File: src/rtl/pipeline_ctrl.sv
// Pipeline sequencer: per-register enable/flush and PC enable for the IF/ID, ID/EX, EX/MEM and MEM/WB registers.
// Latency: enables/flushes are combinational from state and inputs; halt and stall_cnt are registered (1 cycle).
// Backpressure: a pending data access freezes the whole pipe; RAW hazards and fetch misses stall the front end.
//
// Ports:
//   CLK, nRST                         clock (posedge) and synchronous active-low reset
//   ihit, dhit                        instruction fetch / data access complete this cycle
//   mem_dREN, mem_dWEN, mem_halt      EX/MEM holds a load / store / halt
//   ex_redirect                       branch/jump resolved in EX, PC loads the target
//   id_rs, id_rt, id_uses_rt          IF/ID source registers
//   ex_wsel, ex_WEN, ex_dREN          ID/EX destination, register write, load
//   mem_wsel, mem_WEN                 EX/MEM destination, register write
//   pc_en, *_en, *_flush              PC enable, register capture enables, bubble loads
//   halt, stall_cnt                   processor halted, saturating count of stalled RUN cycles
//
// Optional feature: define PIPE_FORWARDING_EN when the datapath forwards EX and MEM
// results; only the load-use case then needs a stall.

module pipeline_ctrl #(
  parameter int CNT_W = 16,
  parameter int REG_W = 5
) (
  input  logic             CLK,
  input  logic             nRST,
  input  logic             ihit,
  input  logic             dhit,
  input  logic             mem_dREN,
  input  logic             mem_dWEN,
  input  logic             mem_halt,
  input  logic             ex_redirect,
  input  logic [REG_W-1:0] id_rs,
  input  logic [REG_W-1:0] id_rt,
  input  logic             id_uses_rt,
  input  logic [REG_W-1:0] ex_wsel,
  input  logic             ex_WEN,
  input  logic             ex_dREN,
  input  logic [REG_W-1:0] mem_wsel,
  input  logic             mem_WEN,
  output logic             pc_en,
  output logic             ifid_en,
  output logic             idex_en,
  output logic             exmem_en,
  output logic             memwb_en,
  output logic             ifid_flush,
  output logic             idex_flush,
  output logic             exmem_flush,
  output logic             memwb_flush,
  output logic             halt,
  output logic [CNT_W-1:0] stall_cnt
);

  typedef enum logic [1:0] {
    ST_RUN    = 2'd0,
    ST_DRAIN  = 2'd1,
    ST_HALTED = 2'd2
  } state_e;

  state_e           state_q, state_d;
  logic             halt_q;
  logic [CNT_W-1:0] cnt_q, cnt_d;

  logic dwait;
  logic ex_match;
  logic hz;

  // A data access still in flight blocks every stage.
  assign dwait = (mem_dREN | mem_dWEN) & ~dhit;

  // Register $0 is hardwired, so a write to it never creates a dependency.
  assign ex_match = (ex_wsel != '0) &
                    ((ex_wsel == id_rs) | (id_uses_rt & (ex_wsel == id_rt)));

`ifdef PIPE_FORWARDING_EN
  // Forwarding covers everything except a load whose data is not yet back.
  assign hz = ex_dREN & ex_match;
`else
  logic mem_match;
  assign mem_match = (mem_wsel != '0) &
                     ((mem_wsel == id_rs) | (id_uses_rt & (mem_wsel == id_rt)));
  // Without forwarding, the consumer waits until the producer has left EX/MEM.
  assign hz = ((ex_dREN | ex_WEN) & ex_match) | (mem_WEN & mem_match);
`endif

  // State register
  always_ff @(posedge CLK) begin
    if (!nRST) begin
      state_q <= ST_RUN;
      halt_q  <= 1'b0;
      cnt_q   <= '0;
    end else begin
      state_q <= state_d;
      halt_q  <= (state_d == ST_HALTED);
      cnt_q   <= cnt_d;
    end
  end

  // Next-state logic; a halt only advances once any pending data access completes.
  always_comb begin
    state_d = state_q;
    case (state_q)
      ST_RUN:    if (!dwait && mem_halt) state_d = ST_DRAIN;
      ST_DRAIN:  state_d = ST_HALTED;
      ST_HALTED: state_d = ST_HALTED;
      default:   state_d = ST_RUN;
    endcase
  end

  // Output logic
  always_comb begin
    pc_en       = 1'b1;
    ifid_en     = 1'b1;
    idex_en     = 1'b1;
    exmem_en    = 1'b1;
    memwb_en    = 1'b1;
    ifid_flush  = 1'b0;
    idex_flush  = 1'b0;
    exmem_flush = 1'b0;
    memwb_flush = 1'b0;

    case (state_q)
      ST_RUN: begin
        if (dwait) begin
          pc_en    = 1'b0;
          ifid_en  = 1'b0;
          idex_en  = 1'b0;
          exmem_en = 1'b0;
          memwb_en = 1'b0;
        end else if (mem_halt) begin
          // Let the halt reach MEM/WB, squash everything younger.
          pc_en       = 1'b0;
          ifid_flush  = 1'b1;
          idex_flush  = 1'b1;
          exmem_flush = 1'b1;
        end else if (ex_redirect) begin
          // Redirect wins over a hazard: the dependent instruction is squashed anyway,
          // and the PC loads the target even if the current fetch missed.
          ifid_flush = 1'b1;
          idex_flush = 1'b1;
        end else if (hz) begin
          pc_en      = 1'b0;
          ifid_en    = 1'b0;
          idex_flush = 1'b1;
        end else if (!ihit) begin
          pc_en      = 1'b0;
          ifid_flush = 1'b1;
        end
      end
      ST_DRAIN: begin
        pc_en       = 1'b0;
        ifid_en     = 1'b0;
        idex_en     = 1'b0;
        exmem_en    = 1'b0;
        memwb_en    = 1'b0;
        ifid_flush  = 1'b1;
        idex_flush  = 1'b1;
        exmem_flush = 1'b1;
        memwb_flush = 1'b1;
      end
      default: begin
        pc_en    = 1'b0;
        ifid_en  = 1'b0;
        idex_en  = 1'b0;
        exmem_en = 1'b0;
        memwb_en = 1'b0;
      end
    endcase

    // Reset forces bubbles into every register and holds the PC.
    if (!nRST) begin
      pc_en       = 1'b0;
      ifid_en     = 1'b0;
      idex_en     = 1'b0;
      exmem_en    = 1'b0;
      memwb_en    = 1'b0;
      ifid_flush  = 1'b1;
      idex_flush  = 1'b1;
      exmem_flush = 1'b1;
      memwb_flush = 1'b1;
    end
  end

  // Stall counter: counts RUN cycles with the PC held, saturating at all ones.
  always_comb begin
    cnt_d = cnt_q;
    if (nRST && (state_q == ST_RUN) && !pc_en && (cnt_q != '1)) begin
      cnt_d = cnt_q + {{(CNT_W-1){1'b0}}, 1'b1};
    end
  end

  assign halt      = halt_q;
  assign stall_cnt = cnt_q;

endmodule

File: config.mk
export PLATFORM = sky130hd
export DESIGN_NAME = pipeline_ctrl
export DESIGN_NICKNAME = d
export VERILOG_FILES = /design/src/rtl/pipeline_ctrl.sv
export SDC_FILE = /design/constraint.sdc
export NUM_CORES = 1
export LEC_CHECK = 0
export BUFFER_PORTS_ARGS = -buffer_cell sky130_fd_sc_hd__buf_4
export CAP_MARGIN = 40
export CORE_ASPECT_RATIO = 1.75
export CORE_MARGIN = 2
export CORE_UTILIZATION = 40
export CTS_CLUSTER_SIZE = 28
export DETAILED_ROUTE_END_ITERATION = 8
export PLACE_DENSITY = 0.69
export SLEW_MARGIN = 30
export SYNTH_ARGS = -nofsm -noshare
export SYNTH_HDL_FRONTEND = slang
export SYNTH_SLANG_ARGS = --single-unit
export TNS_END_PERCENT = 20
File: constraint.sdc
create_clock -name CLK -period 2.7 [get_ports CLK]
set_clock_uncertainty 0.1 [all_clocks]
set_input_delay 0.135 -clock CLK [delete_from_list [all_inputs] [get_ports CLK]]
set_output_delay 0.135 -clock CLK [all_outputs]
set_load 0.05 [all_outputs]
# Word-level counts from Yosys, hierarchy flattened
# Index checks and enable logic that the tools add are counted.
[word_totals] ff_bits=19 input_bits=32 out_inout_bits=26 elab_cells=72
[op_classes] n_addsub=1 n_eq_ne=8 muxes=37 bitwise_logic=13 reduce_logical=10
[ops] operator="1-bit two-way mux" count=32
[ops] operator="5-bit == test" count=4
[ops] operator="16-bit by 1-bit adder with 16-bit output, second input constant" count=1
[ops] operator="16-bit != test, second input constant" count=1
[ops] operator="5-bit nonzero test" count=2
[ops] operator="1-bit bitwise AND" count=7
[ops] operator="1-bit one-hot mux with 2 select lines" count=3
[ops] operator="1-bit OR" count=5
[ops] operator="2-bit == test, second input constant" count=2
[ops] operator="1-bit logical AND" count=4
[ops] operator="2-bit one-hot mux with 2 select lines" count=1
[ops] operator="2-bit by 1-bit == test with 1-bit output, second input constant" count=1
[ops] operator="1-bit logical NOT" count=2
[ops] operator="2-bit logical NOT" count=1
[ops] operator="2-bit two-way mux" count=1
[ops] operator="2-bit OR reduction" count=1
[ops] operator="1-bit inverter" count=1

# Depth between registers and ports, before layout
# Gate-level depths: netlist (run 1).
[logic_depth] ltp_word=15 ltp_mapped=8 depth_no_buf=7

# Worst setup path after synthesis (run 1)
# No wires, ideal clock.
[synth_timing] path_type="register -> register" start="register cnt_q[3] (netlist: stall_cnt[3])" end="register cnt_q[0] (netlist: stall_cnt[0])" setup_time_ps=150 t_arrival_ps=2145 required_ps=2450 path_slack_ps=304 stages_incl_launch_ff=8 path_buffers=1 cell_sequence="dfxtp_1 nand3_1 nor2_2 nand3_1 nor4_2 buf_4 nor2_1 mux2i_1"
[synth_via] elab_chain_len=2
[synth_rtl] item="start: declaration" line="60" text="logic [CNT_W-1:0] cnt_q, cnt_d;"
[synth_rtl] item="start signal: assignment" line="93" text="cnt_q <= cnt_d;"
[synth_rtl] item="16-bit != test" line="185" text="if (nRST && (state_q == ST_RUN) && !pc_en && (cnt_q != '1)) begin"
[synth_rtl] item="1-bit logical AND" line="185"
# Every way passes these cells.
# A chain may end at the register's enable or synchronous reset.

# Final worst setup path (run 1)
[layout_timing] start="register cnt_q[3] (netlist: stall_cnt[3])" end="register cnt_q[15] (netlist: stall_cnt[15])"
[layout_via] elab_chain_len=2 word_cells_on_any_way=3
[layout_rtl] item="branches (longest 2 deep; another with 16-bit by 1-bit adder with 16-bit output)"
# Parallel ways; which one is timed is not known.

==> impl_metrics.yaml, run 1 <==
run_status:
  status: "completed"
drt:
  drt-total-wl_um: 3470
  vias_per_cell: 5.22
  drt_first_pass_iters: 3
  wl_per_cell_um: 13.1
  first_iter_violations: 17
  route.vias.total: 1379
  drc_errors: 0
  antenna_left: 0
power_and_ir_drop:
  swShare_pct: 37.5
  p_comb_share_pct: 37.9
  vdd_drop_max_uv: 432
  p_leak_nw: 0.759
  switchingPower_w: 0.000310
  cellInternalPower_w: 0.000516
  p_clk_share_pct: 23.8
  power_w: 0.000826
  powerDensity_nw_per_um2: 438
  pwr-share-seq_pct: 38.3
layout:
  diodes: 0
  fin_nets: 255
  final_util_pct: 56.0
  drive_above_1_share_pct: 32.4
  syn_to_final_growth_pct: 35.7
worst_setup_path:
  cpPeakStageDelay_ps: 510
  required_ps: 2750
  critPathMostFrequentCell: "nand3_1"
  crit_path_start_kind: "flop"
  path_cells: "nand3_1 > nor2_2 > nand3_1 > or4_1 > or3_1 > mux2i_1"
  critPathMaxFanout: 6
  worstSetupPathType: "reg -> reg"
  end_kind: "flop"
  arrival_ps: 2110
  slowest_stage: "or4_1"
  reg2regPathDepth: 6
timing:
  relSlewSlack_pct: 64.5
  rsz0062_at_grt: "no"
  tns_ps: 0
  setup_viol: 0
  fin_crit_sh_pct: 76.4
  max_freq_mhz: 485
  worst_pin_slew_ps: 532
  final-max-slew-violation-count: 0
  post-route-min-period_ps: 2060
  hold_violations: 0
  hold_slack_ps: 93.5
synthesis:
  syn_nets: 198
  synth_edf_count: 0
  synth.top_cell.area_share_pct: 27.4
  yosys_warnings: 0
  syn-cell-area_um2: 1390
  netlist_instances: 163
  synth.distinct_cells: 40
  synth.avg_cell_area_um2: 8.52
  ys.flop_type: "dfxtp_1"
  synthArstFlopShare_pct: 0
  yosysTopAreaCell: "dfxtp_1"
  netlist_top_cells_area: "dfxtp_1 (27%), xor2_1 (11%), mux2i_1 (8.6%), nand2_1 (5.9%), nand2b_1 (3.2%)"
  ys_seq_area_share_pct: 27.4
  ys_top_cells_by_count: "nand2_1 (22), dfxtp_1 (19), xor2_1 (18), mux2i_1 (12), nand3_1 (8)"
  synth.most_common_cell: "nand2_1"
  ys_ff_latch: 19
place:
  gp_congestion: 0.816
  hpwl_um: 2740
  port_buffers: 57
global_routing:
  grt_pass1_vias: 1347
  antenna_found_initial: 0
  grt_max_degree: 28
  grt_overflow: 0
  grt_pass1_wl_um: 5830
  grt_usage_pct: 18.7
hold_path:
  hold_path.class: "in -> reg"
  worst_hold_path.num_cells: 3
cts:
  post_cts_buffers: 0
  clkSinkCount: 19
  htreeDepth: 1
  cts_hold_buf: 0
  cts_buffer_depth: 2
  cts_tree: "built"
  cts_root_buf: "clkbuf_8"
  cts.clk_slew.worst_paths_ps: 70
  cts.repair.resized: 0
  worstSkewPairLatency_ps: 260
  numCtsBuffers: 3
die:
  ios: 58
  die_y_um: 82.0
  die_w_um: 48.5
  initial_core_util_pct: 41.3
  die_area_um2: 3980
  core-area_um2: 3360
  rows: 28
run:
  maxCapViolations: 0
==> kinds of logic (layout without fill, tap and decap cells) <==
logic type,count (synthesis),in the layout,share of synthesized area (%)
DFF,19,19,27.4
and+or+nand+nor,73,73,30.1
adders and majority gates,3,3,2.70
muxes,12,12,8.65
xor gates and xnor gates,20,20,12.6
AOI/OAI and AO/OA,23,23,13.7
buffers and inverters,13,69,4.87
==> per-stage QoR <==
stage          cell area [um^2]  instances  setup slack (ps)
2_1_floorplan              1390        163               304
3_3_place_gp               1840        260               508
3_5_place_dp               1840        260               513
4_1_cts                    1880        264               632
5_1_grt                    1880        264               530
6_report                   1880        264               637
==> critical path: cells and delay by family (launching register included) <==
kind,cells,cell delay [ps]
multiplexers,1,120
flip-flops,1,420
AND/OR/NAND/NOR,5,1300
==> state kept, by name (all words and copies together), names as in the netlist <==
| signal | flops |
|---|---|
| halt | 1 |
| stall_cnt | 16 |
| state_q | 2 |
==> cell type report <==
| cell class | instances | area [um^2] |
|---|---|---|
| sequential | 19 | 380 |
| clock buffer | 4 | 45.0 |
| tap | 45 | 56.3 |
| timing repair buffer | 58 | 435 |
| fill | 336 | 1480 |
| inverter | 7 | 26.3 |
| multi-input combinational | 131 | 941 |
==> per-layer routing <==
layer	global-route usage, %	up-vias	routed length, um
met5	0	-	0
met3	4.91	11	272
met1	17.7	615	1330
met2	34.9	58	1710
li1	-	695	-
met4	13.1	0	155
==> placed cells by master (no fill, tap or decap), types with 2 or more instances in the layout <==
master	Yosys	layout
a21oi_1	4	4
nand2b_1	7	7
nor4b_2	2	2
clkbuf_8	0	3
inv_1	7	7
dfxtp_1	19	19
xor2_1	18	18
nor3_1	5	5
nor2_1	7	7
ha_1	3	3
nand2_1	22	22
nand4_1	3	3
buf_4	3	58
nor4_1	7	7
or4_1	4	4
o311ai_1	2	2
nand3_1	8	8
mux2i_1	12	12
o41ai_1	2	2
o21ai_1	3	3
or3_1	2	2
xnor2_1	2	2
a32oi_1	2	2
==> power groups by stage <==
stage                     Clock, W  Sequential [W]  Combinational (W)
after floorplan                  0        0.000366           0.000166
after global placement           0        0.000322           0.000313
after detailed placement         0        0.000322           0.000315
after CTS                 0.000200        0.000316           0.000316
after global routing      0.000214        0.000318           0.000342
final                     0.000197        0.000316           0.000313
==> final timing paths <==
check / start / endpoint / slack [ps]
min reg2reg: stall_cnt[6] / stall_cnt[6] / 380
min: mem_halt / state_q[0] / 90
max reg2reg: stall_cnt[3] / stall_cnt[15] / 640
max: stall_cnt[3] / stall_cnt[15] / 640
Note: power is estimated with default switching activity, not from simulation.
==> inputs of run 2 (changes only) <==
Settings changed: ABC_AREA set to 1.
Clock period 2.7 ns to 1.8 ns, I/O delays scaled along.
==> impl_metrics.yaml, run 2 <==
drt:
  top_layer: "met4"
  antenna_left: 0
  route.vias.total: 1903
  drt_first_pass_iters: 4
  drc_errors: 0
  dr_wl_met3_um: 165
  first_iter_violations: 39
  drt-total-wl_um: 4590
  wl_met1_um: 1600
  met2_length_um: 2670
  wl_per_cell_um: 12.0
  vias_per_cell: 4.99
synthesis:
  synth_edf_count: 0
  netlist_instances: 270
  yosys_warnings: 0
  ys_top_cells_by_count: "nand2_1 (94), nor2_1 (29), inv_1 (27), dfxtp_1 (19), nand4_1 (18)"
  synthArstFlopShare_pct: 0
  yosysTopAreaCell: "dfxtp_1"
  synth.distinct_cells: 29
  ys_seq_area_share_pct: 23.4
  syn_nets: 305
  syn-cell-area_um2: 1630
  ys_ff_latch: 19
  synth.avg_cell_area_um2: 6.03
  synth.top_cell.area_share_pct: 23.4
  netlist_top_cells_area: "dfxtp_1 (23%), nand2_1 (22%), nand4_1 (6.9%), nor2_1 (6.7%), inv_1 (6.2%)"
  synth.most_common_cell: "nand2_1"
  ys.flop_type: "dfxtp_1"
worst_setup_path:
  crit_end: "pc_en"
  critPathMostFrequentCell: "nor2_4"
  arrival_ps: 1540
  critPathBufInv: 4
  required_ps: 1610
  worstReg2RegStart: "stall_cnt[0]"
  regToRegSetupSlack_ps: 140
  cp.depth: 9
  reg2reg_to: "stall_cnt[12]"
  slowest_stage: "dfxtp_2"
  worstSetupPathType: "reg -> out"
  cpPeakStageDelay_ps: 320
  crit_start: "state_q[0]"
  path_cells: "inv_1 > ha_2 > nand2_2 > nor2_4 > inv_2 > nor2_4 > nand2_4 > clkinvlp_4 > buf_8"
  reg2regPathDepth: 7
  end_kind: "output pin"
  crit_path_start_kind: "flop"
  critPathTopFamily: "simple AND/OR/NAND/NOR gates"
  critPathMaxFanout: 7
die:
  core-area_um2: 3900
  die_area_um2: 4620
  die_y_um: 88.4
  initial_core_util_pct: 41.7
  rows: 30
  ios: 58
  die_w_um: 52.2
cts:
  cts_tree: "built"
  cts_buffer_depth: 2
  clkSinkCount: 19
  cts.clk_slew.worst_paths_ps: 70
  numCtsBuffers: 3
  worstSkewPairLatency_ps: 260
  htreeDepth: 1
  cts_root_buf: "clkbuf_8"
layout:
  largest_reg_flops: 16
  fin_nets: 369
  syn_to_final_growth_pct: 36.8
  drive_above_1_share_pct: 30.9
  final_common_cell: "nand2_1"
  mostFrequentLayoutCells: "nand2_1 (93), buf_4 (64), nor2_1 (28)"
  diodes: 0
timing:
  final-max-slew-violation-count: 0
  worst_pin_slew_ps: 282
  hold_violations: 0
  fin_crit_sh_pct: 96.4
  relSlewSlack_pct: 81.1
  post-route-min-period_ps: 1730
  tns_ps: 0
  fin_ws_ps: 65.4
  max_freq_mhz: 576
  rsz0062_at_grt: "yes"
  setup_viol: 0
power_and_ir_drop:
  powerDensity_nw_per_um2: 544
  power_w: 0.00121
  vdd_drop_max_uv: 415
  p_leak_nw: 1.10
place:
  hpwl_um: 3760
  pre_cts_slack_ps: 85.0
  port_buffers: 57
  gp_congestion: 0.921
global_routing:
  grt_pass1_wl_um: 7660
  grt_usage_pct: 21.8
  grt_max_degree: 18
  grt_pass1_vias: 1817
  grt_overflow: 0
  antenna_found_initial: 0
hold_path:
  hold_path.class: "in -> reg"
  holdCritStartpoint: "mem_halt"
run_status:
  status: "completed"
run:
  maxCapViolations: 0
## run 2: cell types whose count changed after synthesis, moves of 8 or more
cell | before | now
nand2_1 | 22 | 94
nor2_1 | 7 | 29
inv_1 | 7 | 27
nand4_1 | 3 | 18
a21oi_1 | 4 | 17
mux2i_1 | 12 | 0
xor2_1 | 18 | 7
inv_2 | 0 | 8
## run 2: logic make-up after synthesis
group / share of synthesized area [%]
DFF: 23.4
and+or+nand+nor: 47.0
AOI/OAI and AO/OA: 6.99
xor gates and xnor gates: 8.61
adders and majority gates: 2.31
buffers and inverters: 11.7
## run 2: repair_timing
item,in CTS,in global routing
endpoints found under the hold margin,2,0
buffers inserted,1,0
endpoints found under the setup margin,1,2
hold buffers,1,0
pin swaps,1,3
resized for setup,0,6
## run 2: report_power, final
group,internal (W),switching (W),total (W)
combinational,0.000162,0.000299,0.000460
clock,0.000158,0.000149,0.000307
sequential,0.000436,0.00000946,0.000445
## run 2: metal layers
metal	global-route usage [%]	up-vias
met4	10.3	0
met3	2.20	11
met5	0	-
met2	43.3	52
li1	-	981
met1	21.6	859
## run 2: worst min-delay path by stage
stage	end	cells after the start
after floorplan	stall_cnt[0]	2
after global placement	state_q[1]	3
after detailed placement	state_q[1]	3
after CTS	halt	4
after global routing	halt	4
final	halt	4
## run 2: area by class of cell
| class | count | area, um^2 |
|---|---|---|
| fillers | 406 | 1680 |
| flip-flops and latches | 19 | 395 |
| multi-input cells | 207 | 1080 |
| clock buffers | 4 | 45.0 |
| inverters | 37 | 143 |
| well taps | 48 | 60.1 |
| repair buffers | 66 | 505 |
## run 2: tightest hold or removal path, stage by stage
cell     delay [ps]
buf_4           120
nand2_1          80
o21ai_0         120
nor2_1           70
## run 2: per-stage QoR
step	area (um^2)	hold slack (ps)	std cells	util (%)
floorplan	1660	101	270	-
global placement	2150	240	375	55.0
detailed placement	2150	240	375	55.0
CTS	2210	148	381	56.6
global route	2230	226	381	57.1
finish	2230	152	381	57.1
